==> config.mk <==
export PLATFORM = sky130hd
export DESIGN_NAME = postfix_eval
export DESIGN_NICKNAME = d
export VERILOG_FILES = /design/src/rtl/postfix_eval.sv
export SDC_FILE = /design/constraint.sdc
export NUM_CORES = 1
export LEC_CHECK = 0
export BUFFER_PORTS_ARGS = -buffer_cell sky130_fd_sc_hd__buf_2
export CORE_UTILIZATION = 40
export DETAILED_ROUTE_END_ITERATION = 8
export PLACE_DENSITY = 0.65
export SLEW_MARGIN = 10
export SYNTH_ARGS = -nofsm -noshare
export SYNTH_HDL_FRONTEND = slang
export SYNTH_SLANG_ARGS = --single-unit
==> constraint.sdc <==
create_clock -name clk -period 7.9 [get_ports clk]
set_input_delay 0.79 -clock clk [delete_from_list [all_inputs] [get_ports clk]]
set_output_delay 0.79 -clock clk [all_outputs]
set_load 0.005 [all_outputs]
==> src/rtl/postfix_eval.sv <==
// Sequential postfix evaluator: single-digit operands, '+' and '*', one character per clock.
// Operands live in a small register stack; the result is taken modulo 2^W.
module postfix_eval #(
    parameter int LEN   = 16,
    parameter int W     = 16,
    parameter int DEPTH = 8
) (
    input  logic             clk,
    input  logic             rst,
    input  logic             start,
    input  logic [8*LEN-1:0] postfix_expr,
    output logic             busy,
    output logic             done,
    output logic [W-1:0]     result,
    output logic             error,
    output logic [2:0]       err_code
);
    localparam int SPW = $clog2(DEPTH + 1);
    localparam int AW  = (DEPTH > 2) ? $clog2(DEPTH) : 1;
    localparam int IW  = $clog2(LEN + 1);

    localparam logic [2:0] ERR_OK       = 3'd0;
    localparam logic [2:0] ERR_UNDER    = 3'd1;
    localparam logic [2:0] ERR_OVER     = 3'd2;
    localparam logic [2:0] ERR_BADCHAR  = 3'd3;
    localparam logic [2:0] ERR_LEFTOVER = 3'd4;

    typedef enum logic {IDLE, SCAN} state_t;

    state_t           state_q;
    logic [8*LEN-1:0] shreg_q;
    logic [IW-1:0]    idx_q;
    logic [SPW-1:0]   sp_q;
    logic [W-1:0]     stk_q [DEPTH];
    logic             busy_q, done_q, error_q;
    logic [W-1:0]     result_q;
    logic [2:0]       code_q;

    logic [7:0]       c;
    logic             at_end, is_digit, is_op, is_mul, stk_full, stk_short;
    logic [AW-1:0]    top_a, nos_a, push_a;
    logic [W-1:0]     op_res_d;

    function automatic logic [W-1:0] digit_val(input logic [7:0] ch);
        return W'(ch[3:0]);
    endfunction

    function automatic logic [W-1:0] apply_op(input logic [W-1:0] a, input logic [W-1:0] b,
                                              input logic mul);
        return mul ? a * b : a + b;
    endfunction

    assign c         = shreg_q[8*LEN-1 -: 8];
    assign at_end    = (c == 8'h00) || (idx_q == IW'(LEN));
    assign is_digit  = (c >= 8'h30) && (c <= 8'h39);
    assign is_mul    = (c == 8'h2A);
    assign is_op     = is_mul || (c == 8'h2B);
    assign stk_full  = (sp_q == SPW'(DEPTH));
    assign stk_short = (sp_q < SPW'(2));
    assign push_a    = AW'(sp_q);
    assign top_a     = AW'(sp_q - SPW'(1));
    assign nos_a     = AW'(sp_q - SPW'(2));
    assign op_res_d  = apply_op(stk_q[nos_a], stk_q[top_a], is_mul);

    assign busy     = busy_q;
    assign done     = done_q;
    assign result   = result_q;
    assign error    = error_q;
    assign err_code = code_q;

    // Control FSM and registered outputs; aborts return to IDLE with a done pulse.
    always_ff @(posedge clk or negedge rst) begin
        if (!rst) begin
            state_q  <= IDLE;
            idx_q    <= '0;
            sp_q     <= '0;
            busy_q   <= 1'b0;
            done_q   <= 1'b0;
            error_q  <= 1'b0;
            result_q <= '0;
            code_q   <= ERR_OK;
        end else begin
            done_q <= 1'b0;
            case (state_q)
                IDLE: begin
                    if (start) begin
                        state_q  <= SCAN;
                        busy_q   <= 1'b1;
                        idx_q    <= '0;
                        sp_q     <= '0;
                        result_q <= '0;
                        error_q  <= 1'b0;
                        code_q   <= ERR_OK;
                    end
                end
                SCAN: begin
                    idx_q <= idx_q + IW'(1);
                    if (at_end) begin
                        state_q <= IDLE;
                        busy_q  <= 1'b0;
                        done_q  <= 1'b1;
                        if (sp_q == SPW'(1)) begin
                            result_q <= stk_q[0];
                        end else begin
                            error_q <= 1'b1;
                            code_q  <= (sp_q == '0) ? ERR_UNDER : ERR_LEFTOVER;
                        end
                    end else if (is_digit && !stk_full) begin
                        sp_q <= sp_q + SPW'(1);
                    end else if (is_op && !stk_short) begin
                        sp_q <= sp_q - SPW'(1);
                    end else begin
                        state_q  <= IDLE;
                        busy_q   <= 1'b0;
                        done_q   <= 1'b1;
                        error_q  <= 1'b1;
                        result_q <= '0;
                        code_q   <= is_digit ? ERR_OVER : (is_op ? ERR_UNDER : ERR_BADCHAR);
                    end
                end
                default: state_q <= IDLE;
            endcase
        end
    end

    // Datapath: character shift register and operand stack carry no reset.
    always_ff @(posedge clk) begin
        if (state_q == IDLE && start) begin
            shreg_q <= postfix_expr;
        end else if (state_q == SCAN) begin
            shreg_q <= shreg_q << 8;
        end
        if (state_q == SCAN && !at_end) begin
            if (is_digit && !stk_full) begin
                stk_q[push_a] <= digit_val(c);
            end else if (is_op && !stk_short) begin
                stk_q[nos_a] <= op_res_d;
            end
        end
    end
endmodule

======== Word level (Yosys, flattened, before mapping) ========
Memories as Yosys holds them, arrays and structs flattened.
Index checks and enable logic that the tools add are counted.
cells by class
  add/subtract/negate cells ............... 5
  multiply operators ...................... 1
  magnitude comparators ................... 3
  equal/unequal tests ..................... 12
  muxes and demuxes ....................... 54
  bitwise gates (word level) .............. 1
  reduce and logical (&&, ||, !) cells .... 18
operators with widths
  kind                                                                                  count
  128-bit 2-to-1 mux                                                                    2
  16-bit 2-to-1 mux                                                                     7
  16-bit one-hot mux with 2 select lines                                                1
  1-bit 2-to-1 mux                                                                      24
  3-bit 2-to-1 mux                                                                      7
  16-bit adder                                                                          1
  8-bit by 6-bit == test with 1-bit output (second input constant)                      2
  16-bit by 16-bit multiplier with 16-bit output                                        1
  4-bit 2-to-1 mux                                                                      4
  16-bit OR reduction                                                                   1
  5-bit one-hot mux with 2 select lines                                                 1
  3-bit != test (second input constant)                                                 3
  8-bit by 6-bit greater-or-equal comparator with 1-bit output (second input constant)  1
  8-bit by 6-bit less-or-equal comparator with 1-bit output (second input constant)     1
  8-bit zero test                                                                       1
  4-bit one-hot mux with 2 select lines                                                 1
  4-bit AND reduction                                                                   2
  1-bit one-hot mux with 2 select lines                                                 3
  3-bit one-hot mux with 2 select lines                                                 1
  3-bit AND reduction                                                                   2
  5-bit by 1-bit adder with 5-bit output (second input constant)                        1
  5-bit == test (second input constant)                                                 1
  1-bit logical AND                                                                     5
  5-bit 2-to-1 mux                                                                      1
  other kinds (15)                                                                      20
storage, ports and cells
  register bits ........................... 160
  memory bits (writable) .................. 128
  bits of input ports ..................... 131
  output and inout bits ................... 22
  word-level logic and storage cells ...... 104
  memories ................................ 1
memory list
  name   words  width  rd ports  clocked after Yosys merged registers in  wr ports  RTL line  text
  stk_q  8      16     3         0                                        1         34        logic [W-1:0] stk_q [DEPTH];

======== Longest topological paths before layout ========
Gate-level depths: netlist (run 1).
  word-level depth ........................ 9
  depth in mapped cells ................... 36

======== Worst setup path after synthesis (run 1) ========
Ideal clock, no wire load.
  path kind ............................... register -> register
  start point ............................. register sp_q[1]
  end point ............................... memory stk_q[0][15], data pin
  setup time .............................. 0.221 ns
  arrival ................................. 7.898 ns
  required time ........................... 7.679 ns
  setup slack ............................. -0.219 ns
  stages on the path, launching flop included .. 31
  period minus slack after synthesis ...... 8.119 ns
  path through ............................ dfrtp_1 buf_2 buf_2 clkbuf_1 inv_1 ha_1 buf_6 buf_6 buf_6 mux4_2 mux2i_2 inv_1 ha_1 fa_1 inv_1 fa_1 inv_1 fa_1 fa_1 fa_1 inv_1 fa_1 inv_1 ha_1 and3_1 a211o_1 a21o_1 a21oi_1 xnor2_1 nor2_1 a211oi_2
between the ends
  cells in the longest elaborated chain, start to end .. 9
  elaborated cells on any way between the ends .. 18
RTL lines
  item                                                            RTL line  text
  start, declared                                                 33        logic [SPW-1:0] sp_q;
  start signal, assigned                                          109       sp_q <= sp_q + SPW'(1);
  start signal, assigned                                          111       sp_q <= sp_q - SPW'(1);
  branches (longest 8 deep; another with memory read 8 x 16 bit)  n/a
  16-bit 2-to-1 mux (no line) *                                   n/a
  end, declared                                                   34
Every way passes the cells marked *.

======== Worst setup path in the final report (run 1) ========
  start point ............................. register sp_q[0]
  end point ............................... memory stk_q[4][15], data pin
The elaborated chain is that of the path after synthesis.

==> results.md, run 1 <==
Logic synthesis:
- In the synthesized netlist the dominant register cell turns out to be edfxtp_1.
- The sequential share of the synthesized area is 0.484.
- The top-area cell type share of the netlist area is 0.438.
- The instance count of the mapped netlist is about 1300.
- By count the netlist is led by edfxtp_1, inv_1, mux2_2.
- The cell with the most instances after synthesis is edfxtp_1.
- The post-synthesis sequential element count is between 200 and 300.
- Of all flip-flops after synthesis, the portion carrying an async set or reset was 0.111.
- The Yosys step of the flow raised 0 warnings.
- Yosys mapped a number of flops with a built-in enable equal to between 200 and 300.
- The average instance in the mapped netlist occupies between 10 and 15 um^2.
- The synthesized netlist net count is roughly 1600.
- The mapped netlist covers 0.0175 mm^2.
- After synthesis, the netlist uses between 50 and 60 different library cells.
- The synthesized design spends more area on one cell type than any other, namely edfxtp_1.
- By area the synthesized netlist is led by edfxtp_1, fa_1, mux2_2.

Die:
- The die extent in y is about 210 um.
- The starting density of the core is 0.406.
- The total I/O pin count is about 150.
- In this run the standard cell core region covers 0.0432 mm^2.
- The area enclosed by the die boundary is approximately 0.045 mm^2.
- The overall die width is 211 um.
- Row generation in the floorplan step produced 76 rows.

Timing:
- Timing would allow up to between 100 and 150 MHz.
- Of the available clock period, the critical path in the final layout requires 0.952.
- The total negative setup slack is 0 ps.
- The final critical-path setup slack is ~380 ps.
- The routed design could run at a clock period as short as 7520 ps.
- In this run the tightest slew margin relative to its limit is 0.251.
- Setup repair after global routing left no endpoint under its margin.
- The number of endpoints failing setup at the final stage is 0.
- The clock arrives with slightly below 20 ps of skew.
- The slew at the pin closest to its max-slew limit is 1120 ps.
- The hold violation count in the final report came to 0.
- The number of slew-limit violations in the final report came to 0.

Final layout:
- The final layout contains ~1700 nets.
- The fraction of layout cells with a size suffix above 1 is 0.315.
- The layout overhead on the synthesized area is 15.0%.
- After routing the design area is 0.0202 mm^2.
- The number of cells in the finished layout apart from fillers is 2072.

Pwr:
- The leakage power total is slightly above 8 nW.
- Power spread over the standard cell area amounts to between 300 and 400 mW/mm^2.
- Across the VDD grid, the largest voltage drop is 0.516 mV.
- The post-route total power is ~7.7 mW.

Detailed routing:
- After detailed routing, the total wire length is between 40 and 50 mm.
- The violation count after the first detailed-route iteration is about 800.
- The first TritonRoute pass finished after 6 iterations.
- The DRC violations left is 0.
- The routed via count divided by cell count is roughly 5.2.
- The routed layout has around 11000 vias.
- After detailed routing, the average wire length per cell comes to 20.0 um.
- The number of nets with antenna violations after routing is 0.

Run:
- The count of max-cap constraint violations is 0.

Clock tree:
- For this design, the sink count on the clock tree is about 290.
- After clock tree synthesis, the clock-pin slew on the worst setup and hold paths is around 60 ps.
- After clock tree synthesis, the setup repair step added 0 buffers.
- In this run the number of H-tree levels came out at 1.
- The clock tree buffer depth is 3.
- The tree is rooted in a clkbuf_16.
- The CTS buffer count is 28.
- At the later pin of the worst-skew pair, clock insertion delay measures ~570 ps.
- TritonCTS built the clock tree.

Placed design:
- After legalization and detailed placement, the total HPWL measured between 30 and 40 mm.
- The count of input and output buffers is between 150 and 200.
- The area after detailed placement is between 0.015 and 0.02 mm^2.
- Before CTS, the worst setup slack after placement is between 300 and 400 ps.
- The final estimated routing congestion in global placement is between 0.9 and 1.
- Once placement completed, the tool counted placed cells totaling around 2000.

Worst setup path:
- The maximum fanout count along the critical path is 16.
- The data required time at the worst endpoint is 8240 ps.
- For the worst setup path, the data arrival time is between 7000 and 8000 ps.
- The endpoint kind of the worst setup timing path is a register.
- The category of the critical setup timing path is reg2reg.
- The worst setup path is launched from a register.

GRT:
- Entering global routing, the biggest net connects 89 pins.
- The first global-routing pass estimated approximately 64 mm of wire.
- The remaining global-route overflow is 0.
- For this run, the total global-route usage over all layers was measured as 0.189.
- The number of antenna violations at the first check in global routing was 4.
- The via count of the first global-routing pass was ~11000.

Min path:
- The kind of path behind the tightest hold check is in2async.

Run status:
- The run finished with clean final reports.
[cell usage in the layout, fill, tap and decap left out, types with 15 or more instances in the layout]
cell,count
o21ai_0,30
xnor2_1,38
nor2_1,92
fa_1,80
buf_4,40
mux4_2,59
dfrtp_1,31
ha_1,73
edfxtp_1,256
a21oi_1,29
a22o_1,18
buf_2,152
nor3_1,15
inv_1,141
and2_1,16
mux2_2,130
nand2_1,90
clkbuf_16,28
[final timing paths]
kind / cells after the start / endpoint / from / slack, ps
setup reg to reg: 26 / stk_q[4][15] / sp_q[0] / 380
setup / recovery: 26 / stk_q[4][15] / sp_q[0] / 380
hold reg to reg: 1 / idx_q[4] / idx_q[4] / 470
hold / removal: 1 / result[8] / rst / 310
min in group clk: 1 / idx_q[4] / idx_q[4] / 470
max in group asynchronous: 1 / sp_q[0] / rst / 7010
[cell families (layout without fill, tap and decap cells)]
kind of cell / count (synthesis) / after routing / share of synthesized area
other: 0 / 3 / 0
XOR/XNOR: 51 / 51 / 0.0277
AO/OA/AOI/OAI: 114 / 114 / 0.0416
flip-flops: 288 / 288 / 0.484
buffers and inverters: 198 / 401 / 0.0500
multiplexers: 219 / 219 / 0.188
adder cells (fa/ha/maj): 154 / 154 / 0.144
AND/OR/NAND/NOR: 257 / 257 / 0.0645
[report_power, final]
group	total, mW	internal (mW)	switching [mW]
clock	1.38	0.827	0.558
combinational	4.49	1.86	2.64
sequential	1.83	1.80	0.0380
[sequential cells by signal, summed over array words and instances (netlist names)]
name / count
busy: 1
done: 1
err_code: 3
error: 1
idx_q: 5
result: 16
shreg_q: 128
sp_q: 4
state_q: 1
stk_q: 128
[repair_timing]
| action | in CTS | in global routing |
|---|---|---|
| hold buffers | 0 | 0 |
| endpoints found under the setup margin | 0 | 16 |
| resized for setup | 0 | 2 |
[metrics by stage]
step,util,hold WS (ps)
2_1_floorplan,-,450
3_3_place_gp,0.444,458
3_5_place_dp,0.444,464
4_1_cts,0.467,325
5_1_grt,0.467,373
6_report,0.467,306
[cell type report]
cell class                 count  area, um^2
timing repair buffer         198        1180
multi-input combinational    795        8220
inverter                     151         569
antenna                        3        7.51
tap                          585         732
sequential                   288        8490
fill                        3867       23000
clock inverter                17         230
clock buffer                  35         737
[routing by layer]
layer | wire (um) | track usage
met2 | 20300 | 0.315
met5 | 25 | 0
met1 | 17100 | 0.239
met3 | 2570 | 0.0384
met4 | 1520 | 0.0787
[critical path, cell delays in order (launching register included)]
cell	delay, ps
dfrtp_4	420
inv_1	70
ha_2	380
buf_12	190
mux4_2	530
mux2i_2	200
inv_1	120
ha_1	240
xor2_1	170
ha_1	200
a21oi_1	210
fa_1	480
fa_1	490
fa_1	540
inv_1	50
fa_1	480
inv_1	50
fa_1	470
inv_1	40
ha_1	330
and3_1	190
a211o_1	320
a21o_1	180
a21oi_1	270
xnor2_1	170
nor2_1	110
a211oi_4	380
Power figures use the tool's default switching activity.
==> run 2: changes to the inputs <==
--- a/config.mk
+++ b/config.mk
@@ -8,7 +8,7 @@
 export BUFFER_PORTS_ARGS = -buffer_cell sky130_fd_sc_hd__buf_2
 export CORE_UTILIZATION = 40
 export DETAILED_ROUTE_END_ITERATION = 8
-export PLACE_DENSITY = 0.65
+export PLACE_DENSITY = 0.63
 export SLEW_MARGIN = 10
 export SYNTH_ARGS = -nofsm -noshare
 export SYNTH_HDL_FRONTEND = slang
==> constraint.sdc (replaced) <==
create_clock -name clk -period 7.55 [get_ports clk]
set_input_delay 0.755 -clock clk [delete_from_list [all_inputs] [get_ports clk]]
set_output_delay 0.755 -clock clk [all_outputs]
set_load 0.005 [all_outputs]
==> results.md, run 2 (synthesized netlist as in run 1, its figures left out) <==
Detailed routing:
- The number of nets with antenna violations after routing is 0 (unchanged).
- The routed via count divided by cell count is 5.20 (was 5.23).
- The total number of vias was 10911 (was 10828).
- The post-detailed-route wirelength per cell is 20.6 um (was 20.0 um).
- The violation count after the first detailed-route iteration is 795 (was 822).
- The total length of routed wires came to 43.3 mm (was 41.5 mm).
- The first-pass iteration count of the detailed router was 6 (unchanged).
- The DRC violations left is 0 (unchanged).

Pwr:
- The power density over cell area is 405 mW/mm^2 (was 382 mW/mm^2).
- The cell-internal power came to 4.78 mW (was 4.48 mW).
- The maximum vdd ir drop was 0.620 mV (was 0.516 mV).
- The leakage power total is 8.20 nW (was 8.05 nW).
- The logic gate share of total power came to 0.591 (was 0.583).
- The net switching component of the power is 3.52 mW (was 3.23 mW).
- The clock group share of total power is 0.178 (was 0.180).
- The register share of total power is 0.231 (was 0.238).
- The post-route total power is 8.30 mW (was 7.71 mW).
- The share of total power consumed by net switching is 0.424 (was 0.419).

Clock tree:
- The number of clock sinks is 288 (unchanged).
- The clock tree buffer depth is 3 (unchanged).
- The quantity of hold-fixing buffers added after cts came to 0 (unchanged).
- The clock latency reported for the late side of the worst-skew pair is 570 ps (about the same).
- The level count of the clock H-tree is 1 (unchanged).
- The cell at the root of the clock tree is clkbuf_16 (unchanged).
- The CTS buffer count is 29 (was 28).
- The clock transition at the register clock pins on the worst setup and hold paths after CTS is 60 ps (about the same).
- The CTS tree was done (unchanged).

Timing:
- The final worst hold slack is 293 ps (was 306 ps).
- The worst slew margin relative to its limit is 0.178 (was 0.251).
- The total negative setup slack was 0 ps (unchanged).
- The share of the clock period used by the worst path after layout is 0.961 (was 0.952).
- The number of slew-limit violations in the final report is 0 (unchanged).
- The final critical-path setup slack is 298 ps (was 378 ps).
- The number of endpoints failing setup at the final stage is 0 (unchanged).
- The hold violation count in the final report is 0 (unchanged).
- The slew at the pin closest to its max-slew limit came to 1220 ps (was 1120 ps).
- The post-route clock skew came to 16.3 ps (was 19.9 ps).
- The highest attainable clock frequency is 138 MHz (was 133 MHz).
- The shortest period the worst path allows was 7250 ps (was 7520 ps).
- Unrepaired setup endpoints after global routing: no (unchanged).

Die:
- The count of standard-cell rows is 76 (unchanged).
- The area of the core region was 0.0432 mm^2 (unchanged).
- The overall die width is 211 um (unchanged).
- The total I/O pin count is 153 (unchanged).
- The area enclosed by the die boundary was 0.0447 mm^2 (unchanged).
- The die extent in y was 211 um (unchanged).
- The starting density of the core is 0.406 (unchanged).

Placed design:
- The post-place setup slack is -8.15 ps (was 365 ps).
- The area after detailed placement is 0.0192 mm^2 (about the same).
- The count of input and output buffers is 152 (unchanged).
- The total half-perimeter wirelength after legalization and detailed placement is 31.4 mm (was 30.8 mm).
- The count of placed standard cells including taps came to 2026 (was 2017).
- The final estimated routing congestion in global placement is 0.947 (was 0.963).

GRT:
- The overall track demand over capacity in global routing is 0.193 (was 0.189).
- The remaining global-route overflow is 0 (unchanged).
- The global-route wire length before repair is 64.8 mm (was 63.9 mm).
- The number of antenna violations at the first check in global routing is 10 (was 4).
- The largest net degree at the start of global routing was 90 (was 89).
- The via count of the first global-routing pass is 11354 (was 11435).

Final layout:
- Most used cells in the layout excluding fill and tap cells: edfxtp_1, buf_2, inv_1 (unchanged).
- The number of fill cells is 3886 (was 3867).
- The layout overhead on the synthesized area is 16.7% (was 15.0%).
- The core occupancy in the finished layout is 0.474 (was 0.467).
- The post-layout net count was 1772 (was 1747).
- The final instance area is 0.0205 mm^2 (was 0.0202 mm^2).
- The number of cells in the finished layout apart from fillers is 2100 (was 2072).
- The fraction of layout cells with a size suffix above 1 is 0.335 (was 0.315).
- The most frequent standard cell in the layout excluding fill and tap cells is edfxtp_1 (unchanged).

Worst setup path:
- The maximum fanout count along the critical path came to 13 (was 16).
- The arrival time at the worst endpoint came to 7670 ps (was 7860 ps).
- The data required time at the worst endpoint came to 7970 ps (was 8240 ps).
- The kind of launch point of the worst setup path is a register (unchanged).
- The category of the critical setup timing path is reg2reg (unchanged).
- The minimum setup slack among reg-to-reg paths is 300 ps (was 380 ps).
- The endpoint kind of the worst setup timing path is a register (unchanged).

Run:
- The count of max-cap constraint violations is 0 (unchanged).

Run status:
- Result of the run: completed (unchanged).

Min path:
- The kind of path behind the tightest hold check is in2async (unchanged).
==> run 2: cell types whose count changed in the layout (fill, tap and decap cells not counted), moves of 3 or more <==
| cell | change |
|---|---|
| buf_4 | +23 |
| inv_1 | -3 |
| mux2i_4 | +3 |
| clkbuf_16 | +3 |
| inv_2 | +3 |
| clkinv_1 | -7 |
| clkbuf_8 | +5 |
==> run 2: repair_timing <==
action,in CTS,in global routing
setup buffers,0,13
setup endpoints to repair,8,16
gates cloned,0,2
resized for setup,1,13
pin swaps,0,7
==> run 2: power groups by stage <==
stage | Combinational (mW) | Clock [mW] | Sequential [mW]
after floorplan | 3.31 | 0 | 1.94
after global placement | 4.66 | 0 | 1.94
after detailed placement | 4.71 | 0 | 1.95
after CTS | 4.76 | 1.51 | 1.92
after global routing | 5.46 | 1.56 | 1.93
final | 4.90 | 1.48 | 1.92
==> run 2: layout make-up <==
cell class	count	area, um^2	share of cell area
Antenna cell	5	12.5	0.000611
Tap cell	585	732	0.0357
Multi-Input combinational cell	795	8290	0.405
Timing Repair Buffer	222	1390	0.0679
Inverter	151	569	0.0278
Clock inverter	11	156	0.00764
Clock buffer	43	838	0.0409
Sequential cell	288	8490	0.415
==> run 2: final timing paths <==
path / startpoint / to / depth (start not counted)
setup / recovery: sp_q[0] / stk_q[6][14] / 26
hold / removal: rst / result[10] / 1
setup reg to reg: sp_q[0] / stk_q[6][14] / 26
hold reg to reg: busy / busy / 1
max in group asynchronous: rst / sp_q[0] / 1
min in group clk: postfix_expr[2] / shreg_q[2] / 2
==> run 2: critical path: stages, from the launching register on <==
cell	delay, ps
dfrtp_4	440
inv_1	100
ha_4	320
buf_12	160
mux4_2	540
mux2i_4	290
buf_4	170
buf_4	160
nor2_1	70
fa_1	540
inv_1	50
fa_1	530
inv_1	40
ha_1	180
fa_1	460
fa_1	540
inv_1	50
fa_1	470
inv_1	50
ha_1	310
a21oi_1	260
o21ai_0	170
o41ai_1	410
xnor2_1	280
nand2_1	100
a21oi_1	200
buf_4	200
==> run 2: per-layer routing <==
layer | track usage | routed length (um)
met2 | 0.327 | 21700
met1 | 0.248 | 17700
met4 | 0.0665 | 1110
met3 | 0.0359 | 2660
met5 | 0 | 52
==> run 3: changes to the inputs <==
==> constraint.sdc (replaced) <==
create_clock -name clk -period 7.55 [get_ports clk]
set_input_delay 0.3775 -clock clk [delete_from_list [all_inputs] [get_ports clk]]
set_output_delay 0.3775 -clock clk [all_outputs]
set_load 0.005 [all_outputs]
==> results.md, run 3 (synthesized netlist as in run 1, its figures left out) <==
Run status:
- Result of the run: completed (unchanged).

GRT:
- The met2 global-route usage came to 0.318 (was 0.327).
- The number of antenna violations at the first check in global routing is 6 (was 10).
- The global-route wire length before repair came to 63.8 mm (was 64.8 mm).
- The via count of the first global-routing pass is 11062 (was 11354).
- The global-route met1 utilization is 0.251 (was 0.248).
- The remaining global-route overflow is 0 (unchanged).
- The global-route layer with the greatest usage is met2 (unchanged).
- The global-route track usage on met3 is 0.0355 (was 0.0359).
- The overall track demand over capacity in global routing is 0.189 (was 0.193).
- The largest net degree at the start of global routing came to 83 (was 90).

Timing:
- The number of slew-limit violations in the final report is 0 (unchanged).
- The post-route clock skew is 18.6 ps (was 16.3 ps).
- The hold violation count in the final report came to 0 (unchanged).
- The slew at the pin closest to its max-slew limit came to 1180 ps (was 1220 ps).
- The number of endpoints failing setup at the final stage is 0 (unchanged).
- The highest attainable clock frequency is 137 MHz (was 138 MHz).
- The shortest period the worst path allows was 7320 ps (was 7250 ps).
- The total negative setup slack was 0 ps (unchanged).
- The final worst hold slack is 78.3 ps (was 293 ps).
- The worst slew margin relative to its limit came to 0.205 (was 0.178).
- The share of the clock period used by the worst path after layout is 0.969 (was 0.961).

Pwr:
- The maximum vdd ir drop is 0.518 mV (was 0.620 mV).
- The leakage power total was 8.07 nW (was 8.20 nW).
- The post-route total power is 8.05 mW (was 8.30 mW).
- The power density over cell area was 397 mW/mm^2 (was 405 mW/mm^2).

Clock tree:
- The clock latency reported for the late side of the worst-skew pair is 570 ps (about the same).
- The clock transition at the register clock pins on the worst setup and hold paths after CTS is 70 ps (was 60 ps).
- The CTS tree is done (unchanged).
- The cell at the root of the clock tree is clkbuf_16 (unchanged).
- The CTS buffer count is 27 (was 29).
- The level count of the clock H-tree is 1 (unchanged).
- The clock tree buffer depth was 3 (unchanged).
- The number of clock sinks is 288 (unchanged).

Detailed routing:
- The routed via count divided by cell count is 5.22 (was 5.20).
- The number of nets with antenna violations after routing is 0 (unchanged).
- The total number of vias was 10862 (was 10911).
- The total length of routed wires is 42.3 mm (was 43.3 mm).
- The first-pass iteration count of the detailed router is 5 (was 6).
- The violation count after the first detailed-route iteration is 855 (was 795).
- The post-detailed-route wirelength per cell is 20.3 um (was 20.6 um).
- The DRC violations left is 0 (unchanged).

Die:
- The overall die width is 211 um (unchanged).
- The starting density of the core is 0.406 (unchanged).
- The total I/O pin count is 153 (unchanged).
- The area of the core region is 0.0432 mm^2 (unchanged).
- The area enclosed by the die boundary is 0.0447 mm^2 (unchanged).
- The count of standard-cell rows is 76 (unchanged).
- The die extent in y is 211 um (unchanged).

Min path:
- The kind of path behind the tightest hold check is in2reg (was in2async).
- The startpoint of the tightest hold check path is postfix_expr[0].
- The worst hold path was traced through 2 stages.

Worst setup path:
- The origin of the critical flop-to-flop path is sp_q[0] (unchanged).
- The kind of launch point of the worst setup path is a register (unchanged).
- The data required time at the worst endpoint is 7890 ps (was 7970 ps).
- The maximum fanout count along the critical path is 14 (was 13).
- The worst-case reg-to-reg path depth is 25 (was 26).
- The arrival time at the worst endpoint came to 7660 ps (was 7670 ps).
- The endpoint kind of the worst setup timing path is a register (unchanged).
- The category of the critical setup timing path is reg2reg (unchanged).
- The startpoint of the worst setup timing path is sp_q[0] (unchanged).

Placed design:
- The final estimated routing congestion in global placement came to 0.934 (was 0.947).
- The count of input and output buffers is 152 (unchanged).
- The total half-perimeter wirelength after legalization and detailed placement is 30.9 mm (was 31.4 mm).

Final layout:
- The layout overhead on the synthesized area is 15.4% (was 16.7%).
- The fraction of layout cells with a size suffix above 1 is 0.327 (was 0.335).
- The post-layout net count was 1760 (was 1772).
- Most used cells in the layout excluding fill and tap cells: edfxtp_1, buf_2, inv_1 (unchanged).
- The core occupancy in the finished layout is 0.469 (was 0.474).
- The most frequent standard cell in the layout excluding fill and tap cells was edfxtp_1 (unchanged).

Run:
- The count of max-cap constraint violations was 0 (unchanged).
==> run 3: cell count changes in the layout (fill, tap and decap cells not counted), sizes merged <==
cell         before  now
clkbuf           45   41
dlygate4sd3       0    1
diode             5    1
clkinv            7    5
buf             220  210
bufinv            3    2
clkinvlp          0    2
==> run 3: cell type report <==
type | instances | area (um^2)
Fill cell | 3886 | 22900
Sequential cell | 288 | 8490
Multi-Input combinational cell | 795 | 8250
Timing Repair Buffer | 212 | 1300
Clock buffer | 40 | 774
Tap cell | 585 | 732
Inverter | 151 | 574
Clock inverter | 10 | 126
Antenna cell | 1 | 2.50
==> run 3: final timing paths <==
kind | end | slack (ps)
worst max-delay path | stk_q[1][15] | 230
worst min-delay path | shreg_q[0] | 80
worst max register to register | stk_q[1][15] | 230
worst min register to register | idx_q[4] | 490
max in group asynchronous | sp_q[0] | 6470
min in group asynchronous | result[8] | 450
==> run 3: worst max-delay path, cell delays in order (launching register included) <==
cell	delay, ps
dfrtp_4	400
inv_1	60
ha_2	380
buf_12	170
mux4_2	560
mux2i_4	250
inv_1	110
ha_1	260
fa_1	490
inv_1	50
fa_1	480
inv_1	50
fa_1	480
fa_1	510
fa_1	490
inv_1	50
fa_1	470
inv_1	60
ha_4	240
and3_1	150
a211o_1	320
a21o_1	190
a21oi_2	200
xnor2_1	170
nor2_1	100
a211oi_4	380
==> run 3: layer usage <==
metal / part of all wire / up-vias
met3: 0.068 / 69
met2: 0.49 / 322
met1: 0.42 / 5492
met5: 0.0014 / -
li1: - / 4969
met4: 0.022 / 10
==> run 3: through the flow <==
step | std cells | setup slack, ps | instance area (um^2)
after floorplan | 1281 | 35.6 | 17600
after global placement | 2023 | 143 | 19200
after detailed placement | 2023 | -15.5 | 19200
after CTS | 2074 | 51.8 | 20100
after global routing | 2082 | -11.0 | 20300
final | 2082 | 234 | 20300
==> run 3: power by group <==
group / total [mW] / internal [mW] / switching, mW
Clock: 1.38 / 0.785 / 0.594
Sequential: 1.92 / 1.88 / 0.0367
Combinational: 4.76 / 1.99 / 2.76
==> run 3: timing repair <==
action / 4_1_cts / 5_1_grt
hold buffers: 1 / 0
buffers inserted: 0 / 6
pin swaps: 0 / 5
endpoints found under the hold margin: 32 / 0
setup endpoints to repair: 8 / 9
cloned: 0 / 1
gates resized for setup: 1 / 10
